[src/rtl/booth_mult_param_if.sv]
// Host-side bundle for the sequential Booth multiplier: operand/start request
// going in, product with fin/ocupado status coming back.
interface booth_mult_param_if #(
  parameter int N = 4
);
  logic           start;
  logic           signo;
  logic [N-1:0]   initQ;
  logic [N-1:0]   initM;
  logic [2*N-1:0] resultado;
  logic           fin;
  logic           ocupado;

  modport master (
    output start, signo, initQ, initM,
    input  resultado, fin, ocupado
  );

  modport slave (
    input  start, signo, initQ, initM,
    output resultado, fin, ocupado
  );
endinterface

[src/rtl/booth_mult_param.sv]
// Sequential radix-2 Booth multiplier, one Booth step per clock, with its own
// IDLE/CALC/DONE controller and a registered product that holds between ops.
module booth_mult_param #(
  parameter int N = 4
) (
  input logic              clk,
  input logic              rst_n,
  booth_mult_param_if.slave bus
);

  // One guard bit makes unsigned operands exact under a signed Booth recoding.
  localparam int W  = N + 1;
  localparam int CW = $clog2(W + 1);

  typedef enum logic [1:0] {
    IDLE = 2'd0,
    CALC = 2'd1,
    DONE = 2'd2
  } state_t;

  state_t           state_reg;
  logic [W-1:0]     a_reg;
  logic [W-1:0]     q_reg;
  logic             q1_reg;
  logic [W-1:0]     m_reg;
  logic [CW-1:0]    count_reg;
  logic [2*N-1:0]   resultado_reg;
  logic             fin_reg;
  logic             ocupado_reg;

  logic [W-1:0]     q_ext;
  logic [W-1:0]     m_ext;
  logic [W-1:0]     sum_next;
  logic [W-1:0]     a_next;
  logic [W-1:0]     q_next;
  logic             q1_next;
  logic [2*N-1:0]   resultado_next;

  // Guard bit is the operand MSB for signed operation, zero for unsigned.
  genvar gi;
  generate
    for (gi = 0; gi < W; gi++) begin : g_ext
      if (gi < N) begin : g_low
        assign q_ext[gi] = bus.initQ[gi];
        assign m_ext[gi] = bus.initM[gi];
      end else begin : g_guard
        assign q_ext[gi] = bus.signo & bus.initQ[N-1];
        assign m_ext[gi] = bus.signo & bus.initM[N-1];
      end
    end
  endgenerate

  always_comb begin
    sum_next = a_reg;
    case ({q_reg[0], q1_reg})
      2'b10:   sum_next = a_reg - m_reg;
      2'b01:   sum_next = a_reg + m_reg;
      default: sum_next = a_reg;
    endcase
    a_next         = {sum_next[W-1], sum_next[W-1:1]};
    q_next         = {sum_next[0], q_reg[W-1:1]};
    q1_next        = q_reg[0];
    // Low 2N bits of the 2W-bit {A,Q} pair after the final step.
    resultado_next = {a_next[N-2:0], q_next};
  end

  always_ff @(posedge clk or negedge rst_n) begin
    if (!rst_n) begin
      state_reg     <= IDLE;
      a_reg         <= '0;
      q_reg         <= '0;
      q1_reg        <= 1'b0;
      m_reg         <= '0;
      count_reg     <= '0;
      resultado_reg <= '0;
      fin_reg       <= 1'b0;
      ocupado_reg   <= 1'b0;
    end else begin
      case (state_reg)
        IDLE: begin
          fin_reg <= 1'b0;
          if (bus.start) begin
            a_reg       <= '0;
            q_reg       <= q_ext;
            q1_reg      <= 1'b0;
            m_reg       <= m_ext;
            count_reg   <= CW'(W);
            ocupado_reg <= 1'b1;
            state_reg   <= CALC;
          end
        end
        CALC: begin
          a_reg     <= a_next;
          q_reg     <= q_next;
          q1_reg    <= q1_next;
          count_reg <= count_reg - CW'(1);
          if (count_reg == CW'(1)) begin
            resultado_reg <= resultado_next;
            fin_reg       <= 1'b1;
            state_reg     <= DONE;
          end
        end
        DONE: begin
          fin_reg     <= 1'b0;
          ocupado_reg <= 1'b0;
          state_reg   <= IDLE;
        end
        default: begin
          fin_reg     <= 1'b0;
          ocupado_reg <= 1'b0;
          state_reg   <= IDLE;
        end
      endcase
    end
  end

  assign bus.resultado = resultado_reg;
  assign bus.fin       = fin_reg;
  assign bus.ocupado   = ocupado_reg;

endmodule

[src/flat_wrapper.sv]
// flat-port wrapper written by rule: the top's interface ports become plain ports
module booth_mult_param_flat 
#(
  parameter int N = 4
)
  (clk, rst_n, bus_start, bus_signo, bus_initQ, bus_initM, bus_resultado, bus_fin, bus_ocupado);
  booth_mult_param_if #(.N(N)) bus_i ();
  input logic clk;
  input logic rst_n;
  input wire logic [$bits(bus_i.start)-1:0] bus_start;
  input wire logic [$bits(bus_i.signo)-1:0] bus_signo;
  input wire logic [$bits(bus_i.initQ)-1:0] bus_initQ;
  input wire logic [$bits(bus_i.initM)-1:0] bus_initM;
  output wire logic [$bits(bus_i.resultado)-1:0] bus_resultado;
  output wire logic [$bits(bus_i.fin)-1:0] bus_fin;
  output wire logic [$bits(bus_i.ocupado)-1:0] bus_ocupado;
  assign bus_i.start = bus_start;
  assign bus_i.signo = bus_signo;
  assign bus_i.initQ = bus_initQ;
  assign bus_i.initM = bus_initM;
  assign bus_resultado = bus_i.resultado;
  assign bus_fin = bus_i.fin;
  assign bus_ocupado = bus_i.ocupado;
  booth_mult_param #(.N(N)) u_core (.clk(clk), .rst_n(rst_n), .bus(bus_i));
endmodule
[config.mk]
export PLATFORM = sky130hd
export DESIGN_NAME = booth_mult_param_flat
export DESIGN_NICKNAME = d
export VERILOG_FILES = /design/src/rtl/booth_mult_param_if.sv /design/src/rtl/booth_mult_param.sv /design/src/flat_wrapper.sv
export SDC_FILE = /design/constraint.sdc
export NUM_CORES = 1
export LEC_CHECK = 0
export CAP_MARGIN = 20
export CORE_MARGIN = 3
export CORE_UTILIZATION = 57
export CTS_CLUSTER_SIZE = 30
export DETAILED_ROUTE_END_ITERATION = 10
export HOLD_SLACK_MARGIN = 0.02
export PLACE_DENSITY = 0.92
export REMOVE_ABC_BUFFERS = 1
export SETUP_SLACK_MARGIN = 0.5
export SLEW_MARGIN = 30
export SYNTH_ARGS = -nofsm -noshare
export SYNTH_HDL_FRONTEND = slang
export SYNTH_SLANG_ARGS = --single-unit
[constraint.sdc]
create_clock -name clk -period 3 [get_ports clk]
set_input_delay 0.6 -clock clk [delete_from_list [all_inputs] [get_ports clk]]
set_output_delay 0.6 -clock clk [all_outputs]
set_load 0.005 [all_outputs]
# --- Yosys cells after proc, flatten, opt, wreduce, memory -nomap -nowiden ---
# Index checks and enable logic that the tools add are counted.
totals:
  regBits: 31
  output_inout_bits: 10
  wordCells: 44
op_classes:
  addsub: 3
  eq_ne: 6
  n_mux: 16
  bitwise_logic: 3
  reduce_logical: 7
ops:
  columns: ["cell", "count"]
  rows:
  - ["5-bit one-hot mux with 2 select lines", 3]
  - ["5-bit 2-to-1 mux", 2]
  - ["2-bit AND reduction", 5]
  - ["3-bit one-hot mux with 2 select lines", 1]
  - ["5-bit adder", 1]
  - ["5-bit subtractor", 1]
  - ["2-bit by 1-bit == test with 1-bit output (second input constant)", 2]
  - ["1-bit 2-to-1 mux", 4]
  - ["2-bit 2-to-1 mux", 2]
  - ["1-bit one-hot mux with 2 select lines", 2]
  - ["2-bit one-hot mux with 2 select lines", 1]
  - ["3-bit by 1-bit == test with 1-bit output (second input constant)", 1]
  - ["3-bit 2-to-1 mux", 1]
  - ["3-bit by 1-bit subtractor with 3-bit output (second input constant)", 1]
  - ["1-bit bitwise AND", 2]
  - ["2-bit == test (second input constant)", 1]
  - ["2-bit logical NOT", 1]
  - ["2-bit by 1-bit != test with 1-bit output (second input constant)", 1]
  - ["2-bit != test (second input constant)", 1]
  - ["2-bit nonzero test", 1]
  - ["1-bit NOT", 1]

# --- Logic depth before layout (Yosys ltp) ---
# Gate-level depths: netlist of the first run.
depth:
  ltp_word: 3
  ltp_mapped: 9

# --- Worst setup path before layout of the first run ---
# Ideal clock, no wire load.
synth_path:
  kind: "reg2reg"
  from: "register u_core.q_reg[0]"
  to: "register u_core.a_reg[3]"
  setup_time_ns: 0.076
  arrival_time_ns: 2.001
  slack_ns: 0.923
  stages_incl_launch_ff: 9
  synth_period_minus_slack_ns: 2.077
  path_cell_list: "dfrtp_1 -> inv_1 -> ha_1 -> mux2_2 -> fa_1 -> a21o_1 -> a21oi_1 -> xnor3_1 -> o21ai_1"
synth_via:
  elab_chain_len: 3
synth_rtl:
  columns: ["item", "line", "rtl"]
  rows:
  - ["start, declared", "booth_mult_param.sv:23", "logic [W-1:0] q_reg;"]
  - ["start signal, assigned", "booth_mult_param.sv:84", "q_reg <= q_ext;"]
  - ["start signal, assigned", "booth_mult_param.sv:94", "q_reg <= q_next;"]
  - ["2-bit by 1-bit == test with 1-bit output / 2-bit == test (equally long branches)", "booth_mult_param.sv:55", "case ({q_reg[0], q1_reg})"]
  - ["5-bit one-hot mux with 2 select lines (*)", "booth_mult_param.sv:55", null]
  - ["5-bit one-hot mux with 2 select lines (*)", "booth_mult_param.sv:79", "case (state_reg)"]
  - ["end signal, assigned", "booth_mult_param.sv:93", "a_reg <= a_next;"]
  - ["end, declared", "booth_mult_param.sv:22", "logic [W-1:0] a_reg;"]
# Every way passes the cells marked *; elsewhere a longest branch is shown, timed or not.
# A chain may end at the register's enable or synchronous reset.

# --- Worst setup path in the final report of the first run ---
# Same ends and word-level chain as after synthesis.

==> reports/results.ini, run 1 <==
[critical_path]
cp-start-kind = flip-flop
cp_data_arrival_time_ns = 2.51
cp_slowest_cell = fa_1
path_cells = inv_1 > ha_1 > mux2_2 > fa_1 > a21o_1 > a21oi_1 > xnor3_1 > o21ai_1
crit_path_max_fanout = 4
cp_num_buf_inv = 1
max_stage_delay_ns = 0.41
path_class = reg2reg
path_delay_family = adder cells
cp.required_ns = 3.26
cp-end-kind = flip-flop

[synth]
avgSynthCellArea_um2 = 9.90
synthFlopType = dfrtp_1
synth.distinct_cells = 35
synth_common_cells = dfrtp_1, nand2_1, a21oi_1, nor2_1, o21ai_0
yosysWarnings = 0
synth.most_common_cell = dfrtp_1
synth-edff-count = 0
ys_seq_area_share_pct = 48.6
ys_async_sr_fraction_pct = 100
synth_top_area_share_pct = 48.6
netlist_instances = 156
syn_area_um2 = 1540
synth.largest_area_cell = dfrtp_1
synth.area.top_cells = dfrtp_1, ha_1, nand2_1
synth-seq-cells = 30

[placed_design]
pre_cts_ws_ns = 0.773
io_buffer_count = 21
dpl_cell_area_um2 = 1770
dpl.hpwl_um = 2330
finalWeightedCongestion = 0.924

[power]
ir_drop_mv = 0.734
power_uw = 2230
power.density_nw_per_um2 = 1210
power.leakage_uw = 0.000888

[final_layout]
register_area_um2 = 751
multi_input_area_um2 = 726
largest_reg_flops = 8
fillCellCount = 178
area_delta_synth_final_pct = 19.5
stdcell_area_um2 = 1850
nNetsFinal = 203
drive_gt1_share_pct = 7.69
antenna_cells = 0

[floorplanning]
initial_core_util_pct = 61.2
die_width_um = 58.0
rows = 18
die-area_um2 = 3370
die_h_um = 58.0
boundaryPins = 22
core_um2 = 2520

[timing]
finalHoldViolCount = 0
fmax_ghz = 0.443
min_period_ns = 2.26
rsz0062_at_grt = no
max_slew.worst_pin.slew_ns = 0.634
layout_setup_ws_ns = 0.745
maxSlewViolCount = 0
clock_skew_ns = 0.00769
final.setup.tns_ns = 0
finalSetupViolCount = 0
fin_crit_sh_pct = 75.2
max-slew-margin-rel_pct = 57.7

[detailed_routing]
dr.pass1.iters = 4
vias = 1196
wirelength_um = 3130
drt_iter0_markers = 71
drt-wirelength-per-cell_um = 14.7
ant_nets = 0
drcViolationCount = 0
via_per_inst = 5.64

[global_route]
antenna_found_initial = 0
track_usage_pct = 20.9
grt_pass1_vias = 1194
grt_pass1_wl_um = 5320
grt_max_degree = 31
grt_overflow = 0

[clocking]
ctsResizeCount = 0
postCtsHoldBufs = 0
clock_latency_ns = 0.32
cts_tree = done
clock-root-buffer = clkbuf_4
cts.clk_slew.worst_paths_ns = 0.10
cts_sinks = 30
cts_max_level = 2
cts_made_buffers = 5
cts.path.max_buffers = 2
postCtsSetupBuffers = 0

[status]
status = completed

[worst_hold_path]
min_path_type = reg2reg

[flow_run]
max_cap_violations = 0

metrics by stage:
| step | hold slack [ns] | util [%] | instances |
|---|---|---|---|
| 2_1_floorplan | 0.304 | - | 152 |
| 3_3_place_gp | 0.458 | 70.1 | 204 |
| 3_5_place_dp | 0.472 | 70.1 | 204 |
| 4_1_cts | 0.493 | 73.2 | 212 |
| 5_1_grt | 0.525 | 73.2 | 212 |
| 6_report | 0.488 | 73.2 | 212 |
worst min-delay path: cells and delay by family, from the launching register on:
kind             cells  cell delay, ns
AO/OA/AOI/OAI        1            0.06
flip-flops           1            0.35
AND/OR/NAND/NOR      1            0.04
power breakdown:
group | switching, uW | internal, uW | total [uW]
combinational | 577 | 570 | 1150
sequential | 169 | 597 | 766
clock | 141 | 173 | 314
cell usage in the layout (no fill, tap or decap), drive strengths merged, types with 4 or more instances in the layout:
cell type / Yosys / routed
a21oi: 12 / 12
a22oi: 4 / 4
clkbuf: 1 / 5
clkdlybuf4s50: 0 / 21
dfrtp: 30 / 30
ha: 9 / 9
inv: 9 / 9
nand2: 28 / 28
nor2: 11 / 11
nor2b: 6 / 6
o21ai: 17 / 17
path summary, 6_finish.rpt:
path,start,end,slack (ns),cells past startpoint
min reg2reg,u_core.count_reg[1],u_core.count_reg[1],0.49,2
min in group asynchronous,rst_n,u_core.m_reg[3],0.65,2
max reg2reg,u_core.q_reg[0],u_core.a_reg[3],0.74,8
max in group asynchronous,rst_n,u_core.q_reg[1],2.07,2
min,u_core.count_reg[1],u_core.count_reg[1],0.49,2
max,u_core.q_reg[0],u_core.a_reg[3],0.74,8
cells by family (layout without fill, tap and decap cells):
logic type / count (synthesis) / after routing / synth area share, %
simple gates: 53 / 53 / 16.7
flops: 30 / 30 / 48.6
buf+inv: 13 / 39 / 4.38
compound gates: 41 / 41 / 15.4
xor+xnor: 6 / 6 / 4.30
mux: 3 / 3 / 2.03
fa+ha+maj: 10 / 10 / 8.59
layout make-up:
type | instances | share of cell area [%]
clock inverters | 3 | 2.17
inverters | 9 | 1.97
clock buffers | 5 | 2.03
well taps | 30 | 2.03
multi-input cells | 113 | 39.3
flip-flops and latches | 30 | 40.7
repair buffers | 22 | 11.8
metal layers:
metal  share of wire [%]  GRT usage (%)
met5                   0              0
met4                 1.3           6.95
met3                 5.4           6.24
met2                  50           36.5
met1                  43           24.3
Note: power is estimated with default switching activity, not from simulation.
==> run 2: changes to the inputs <==
- CORE_UTILIZATION: 57 -> 48
- PLACE_DENSITY: 0.92 -> 0.83
- clock period: 3 -> 1.85 ns (I/O delays scaled with it)
==> run 2 against run 1 <==
- die area rose by 17%
- global-route usage fell by 0.21 points
- cell count rose by 17%
- setup slack got worse by 0.97 ns
- the run now ends with negative setup slack left
- non-clock buffer count rose by 25
- wire length rose by 23%
- core utilization barely moved
- power rose by 100%
- first-iteration DRC count rose by 13%
- clock power rose by 33%
- critical endpoint unchanged
==> reports/results.ini, run 2 (same netlist as run 1, synthesis figures left out) <==
[placed_design]
io_buffer_count = 21
dpl.hpwl_um = 2420
dpl.cell_count = 225
finalWeightedCongestion = 0.817

[critical_path]
r2r-end = u_core.a_reg[3]
reg2reg_from = u_core.m_reg[0]
cp-end-kind = flip-flop
path_class = reg2reg
rrSetupSlack_ns = -0.22
cp_slowest_cell = dfrtp_1
cp-start-kind = flip-flop
cp_num_buf_inv = 1
cp-startpoint = u_core.m_reg[0]
path_delay_family = adder cells
cp.required_ns = 2.12
reg2regPathDepth = 8
max_stage_delay_ns = 0.41
path_cells = inv_2 > ha_4 > mux2_4 > fa_2 > a21o_1 > a21oi_2 > xnor3_1 > o21ai_1
cp_data_arrival_time_ns = 2.34
crit_path_max_fanout = 2

[global_route]
grtUsageMet1_pct = 25.0
grt_overflow = 0
grt_pass1_vias = 1331
grtUsageMet2_pct = 34.4
top_usage_layer = met2
antenna_found_initial = 0
grt_max_degree = 31
met3_usage_pct = 5.22
grt_pass1_wl_um = 6290
track_usage_pct = 20.6

[timing]
layout_setup_ws_ns = -0.224
fin_crit_sh_pct = 112
final.setup.tns_ns = -1.02
fmax_ghz = 0.482
finalSetupViolCount = 5
min_period_ns = 2.07
finalHoldViolCount = 0
maxSlewViolCount = 0
rsz0062_at_grt = yes
clock_skew_ns = 0.0107
max-slew-margin-rel_pct = 74.7
max_slew.worst_pin.slew_ns = 0.380

[clocking]
cts_made_buffers = 5
cts.path.max_buffers = 2
cts.clk_slew.worst_paths_ns = 0.10
cts_sinks = 30
postCtsHoldBufs = 0
cts_tree = done
clock_latency_ns = 0.34
clock-root-buffer = clkbuf_4
cts_max_level = 2

[power]
power_frac_comb_pct = 62.3
power.density_nw_per_um2 = 2120
switching_share_pct = 40.8
ir_drop_mv = 1.09
power.leakage_uw = 0.00102
power_uw = 4490
p_int_uw = 2660
clockPowerShare_pct = 9.3
sequentialPowerShare_pct = 28.3
switching_power_uw = 1830

[floorplanning]
die-area_um2 = 3930
die_h_um = 62.7
initial_core_util_pct = 53.2
die_width_um = 62.7
boundaryPins = 22
rows = 19
core_um2 = 2900

[final_layout]
area_delta_synth_final_pct = 37.4
final_util_pct = 73.2
final_cell_mix = dfrtp_1, nand2_1, buf_4
drive_gt1_share_pct = 31.9
largest_reg_flops = 8
stdcell_count = 249
nNetsFinal = 228
antenna_cells = 0
mostFrequentLayoutCell = dfrtp_1

[flow_run]
max_cap_violations = 0

[detailed_routing]
vias = 1305
drt-wirelength-per-cell_um = 15.5
drt_iter0_markers = 80
wirelength_um = 3860
ant_nets = 0
dr.pass1.iters = 4
drcViolationCount = 0
via_per_inst = 5.24

[worst_hold_path]
min_path_type = in2async

[status]
violations = negative setup slack
status = finished, violations left

## run 2: what timing repair did
action                                  4_1_cts  5_1_grt
gates resized for setup                      41       21
pin swaps                                    11        4
endpoints found under the setup margin       23       25
setup buffers                                 9        7
## run 2: per-stage QoR
step / worst slack [ns] / area [um2] / hold WS (ns)
floorplan: -0.227 / 1510 / 0.0744
CTS: -0.213 / 2060 / 0.410
finish: -0.224 / 2120 / 0.398
global route: -0.314 / 2120 / 0.423
detailed placement: -0.376 / 1850 / 0.470
global placement: -0.245 / 1850 / 0.463
## run 2: worst max path at each step
stage / slack [ns] / cells after the start / to
after floorplan: -0.23 / 8 / u_core.a_reg[3]
after global placement: -0.24 / 8 / u_core.a_reg[3]
after detailed placement: -0.38 / 8 / u_core.a_reg[3]
after CTS: -0.21 / 8 / u_core.a_reg[3]
after global routing: -0.31 / 10 / u_core.a_reg[1]
final: -0.22 / 8 / u_core.a_reg[3]
## run 2: power groups by stage
stage | registers, uW | clock network, uW | logic [uW]
floorplan | 1190 | 0 | 1330
finish | 1270 | 419 | 2800
detailed placement | 1240 | 0 | 2060
global route | 1310 | 466 | 3080
CTS | 1260 | 425 | 2530
global placement | 1220 | 0 | 1950
## run 2: area by class of cell
class / instances / area (um2)
Fill cell: 236 / 778
Sequential cell: 30 / 753
Multi-Input combinational cell: 113 / 835
Clock buffer: 7 / 55.1
Tap cell: 42 / 52.6
Clock inverter: 1 / 5.00
Inverter: 9 / 41.3
Timing Repair Buffer: 47 / 380
## run 2: per-layer routing
| layer | vias to the layer above | part of all wire, % |
|---|---|---|
| li1 | 629 | - |
| met1 | 633 | 40 |
| met2 | 36 | 53 |
| met3 | 7 | 5.1 |
| met4 | 0 | 1.8 |
| met5 | - | 0 |
==> run 3: changes to the inputs <==
- CORE_UTILIZATION: 48 -> 57
- CTS_CLUSTER_SIZE: 30 -> 12
- PLACE_DENSITY: 0.83 -> 0.92
- clock period: 1.85 -> 2.55 ns (I/O delays scaled with it)
==> run 3 against run 2 <==
- the run now ends clean
- combinational power fell by 39%
- core utilization rose by 4.3 points
- sequential power fell by 28%
- first-iteration DRC count fell by 41%
- global-route usage rose by 2.0 points
- register-to-register slack improved by 0.68 ns
- count of clock-buffer cells in the layout fell by 2
- maximum frequency fell by 1.1%
- power fell by 33%
==> reports/results.ini, run 3 (same netlist as run 1, synthesis figures left out) <==
[detailed_routing]
drt_iter0_markers = 47
ant_nets = 0
drcViolationCount = 0
dr.pass1.iters = 4
via_per_inst = 5.83
wirelength_um = 3540
vias = 1276
drt-wirelength-per-cell_um = 16.2

[final_layout]
drive_gt1_share_pct = 16.4
register_area_um2 = 751
largest_reg_flops = 8
antenna_cells = 0
nNetsFinal = 210
final_cell_mix = dfrtp_1, nand2_1, clkdlybuf4s50_1
area_delta_synth_final_pct = 26.5
mostFrequentLayoutCell = dfrtp_1
multi_input_area_um2 = 781
stdcell_count = 219
fillCellCount = 172

[clocking]
cts.clk_slew.worst_paths_ns = 0.10
clock-root-buffer = clkbuf_4
clock_latency_ns = 0.32
cts.path.max_buffers = 2
cts_sinks = 30
cts_max_level = 2
cts_made_buffers = 5
cts_tree = done

[floorplanning]
die_width_um = 58.0
die-area_um2 = 3370
die_h_um = 58.0
core_um2 = 2520
rows = 18
boundaryPins = 22
initial_core_util_pct = 61.2

[critical_path]
reg2regPathDepth = 8
cp_data_arrival_time_ns = 2.35
cp.required_ns = 2.81
cp-start-kind = flip-flop
cp-end-kind = flip-flop
crit_path_max_fanout = 2
path_class = reg2reg

[timing]
clock_skew_ns = 0.00898
max_slew.worst_pin.slew_ns = 0.713
fin_crit_sh_pct = 82.2
rsz0062_at_grt = yes
maxSlewViolCount = 0
fmax_ghz = 0.477
finalHoldViolCount = 0
min_period_ns = 2.10
finalSetupViolCount = 0
final.setup.tns_ns = 0
max-slew-margin-rel_pct = 52.4

[global_route]
track_usage_pct = 22.7
antenna_found_initial = 0
grt_pass1_vias = 1239
grt_max_degree = 31
grt_pass1_wl_um = 5670
grt_overflow = 0

[placed_design]
dpl.cell_count = 204
dpl.hpwl_um = 2380
finalWeightedCongestion = 0.924
io_buffer_count = 21

[worst_hold_path]
holdPathStages = 1
min_path_type = reg2reg

[power]
power.leakage_uw = 0.000923
power.density_nw_per_um2 = 1530
ir_drop_mv = 0.949

[status]
status = completed

[flow_run]
max_cap_violations = 0

[run 3: changes by cell type in the layout (fill, tap and decap cells not counted), sizes merged]
cell           previous run  this run
buf                      26         8
clkdlybuf4s50            10        21
clkbuf                   14         5
clkdlybuf4s15             3         0
bufinv                    0         1
clkinv                    1         2
dlygate4sd2               1         0
[run 3: what timing repair did]
item	CTS	global route
buffers inserted	5	2
hold buffers	0	0
pin swaps	5	8
gates resized for setup	9	3
setup endpoints to repair	5	5
[run 3: layout make-up]
class	instances	share of cell area (%)
multi-input cells	113	40.0
flip-flops and latches	30	38.4
repair buffers	29	13.8
clock inverters	3	2.05
clock buffers	5	1.92
well taps	30	1.92
inverters	9	1.86
[run 3: per-stage QoR]
step / hold WS (ns) / setup slack (ns) / instance area [um2] / power (uW) / utilization, %
final: 0.498 / 0.454 / 1950 / 2990 / 77.4
after global routing: 0.525 / 0.394 / 1950 / 3220 / 77.4
after CTS: 0.503 / 0.460 / 1920 / 2780 / 76.0
after detailed placement: 0.478 / 0.323 / 1770 / 2260 / 70.1
after global placement: 0.458 / 0.414 / 1770 / 2150 / 70.1
after floorplan: 0.214 / 0.473 / 1510 / 1830 / -
[run 3: final timing paths]
| path | from | end | slack [ns] |
|---|---|---|---|
| worst max-delay path | u_core.m_reg[1] | u_core.a_reg[3] | 0.45 |
| worst min-delay path | u_core.count_reg[2] | u_core.count_reg[2] | 0.50 |
| worst max register to register | u_core.m_reg[1] | u_core.a_reg[3] | 0.45 |
| worst min register to register | u_core.count_reg[2] | u_core.count_reg[2] | 0.50 |
| max in group asynchronous | rst_n | u_core.bus.resultado[1] | 1.71 |
| min in group asynchronous | rst_n | u_core.m_reg[3] | 0.56 |
[run 3: power by group]
group | internal [uW] | switching (uW) | leakage, uW | total [uW]
combinational | 870 | 835 | 0.000510 | 1700
sequential | 702 | 212 | 0.000368 | 914
clock | 203 | 165 | 0.0000450 | 368
[run 3: per-layer routing]
layer	share of wire [%]	vias up	routed length (um)	GRT usage, %
met4	2.3	0	83	8.61
met3	5.0	13	177	6.46
li1	-	592	-	-
met5	0	-	0	0
met1	41	624	1440	26.0
met2	52	47	1840	39.8
[run 3: critical path, cell delays in order, from the launching register on]
cell and delay [ns]:
dfrtp_1 0.41, inv_2 0.10, ha_4 0.20, mux2_4 0.30
fa_2 0.37, a21o_1 0.18, a21oi_2 0.15, xnor3_1 0.22
o21ai_1 0.11
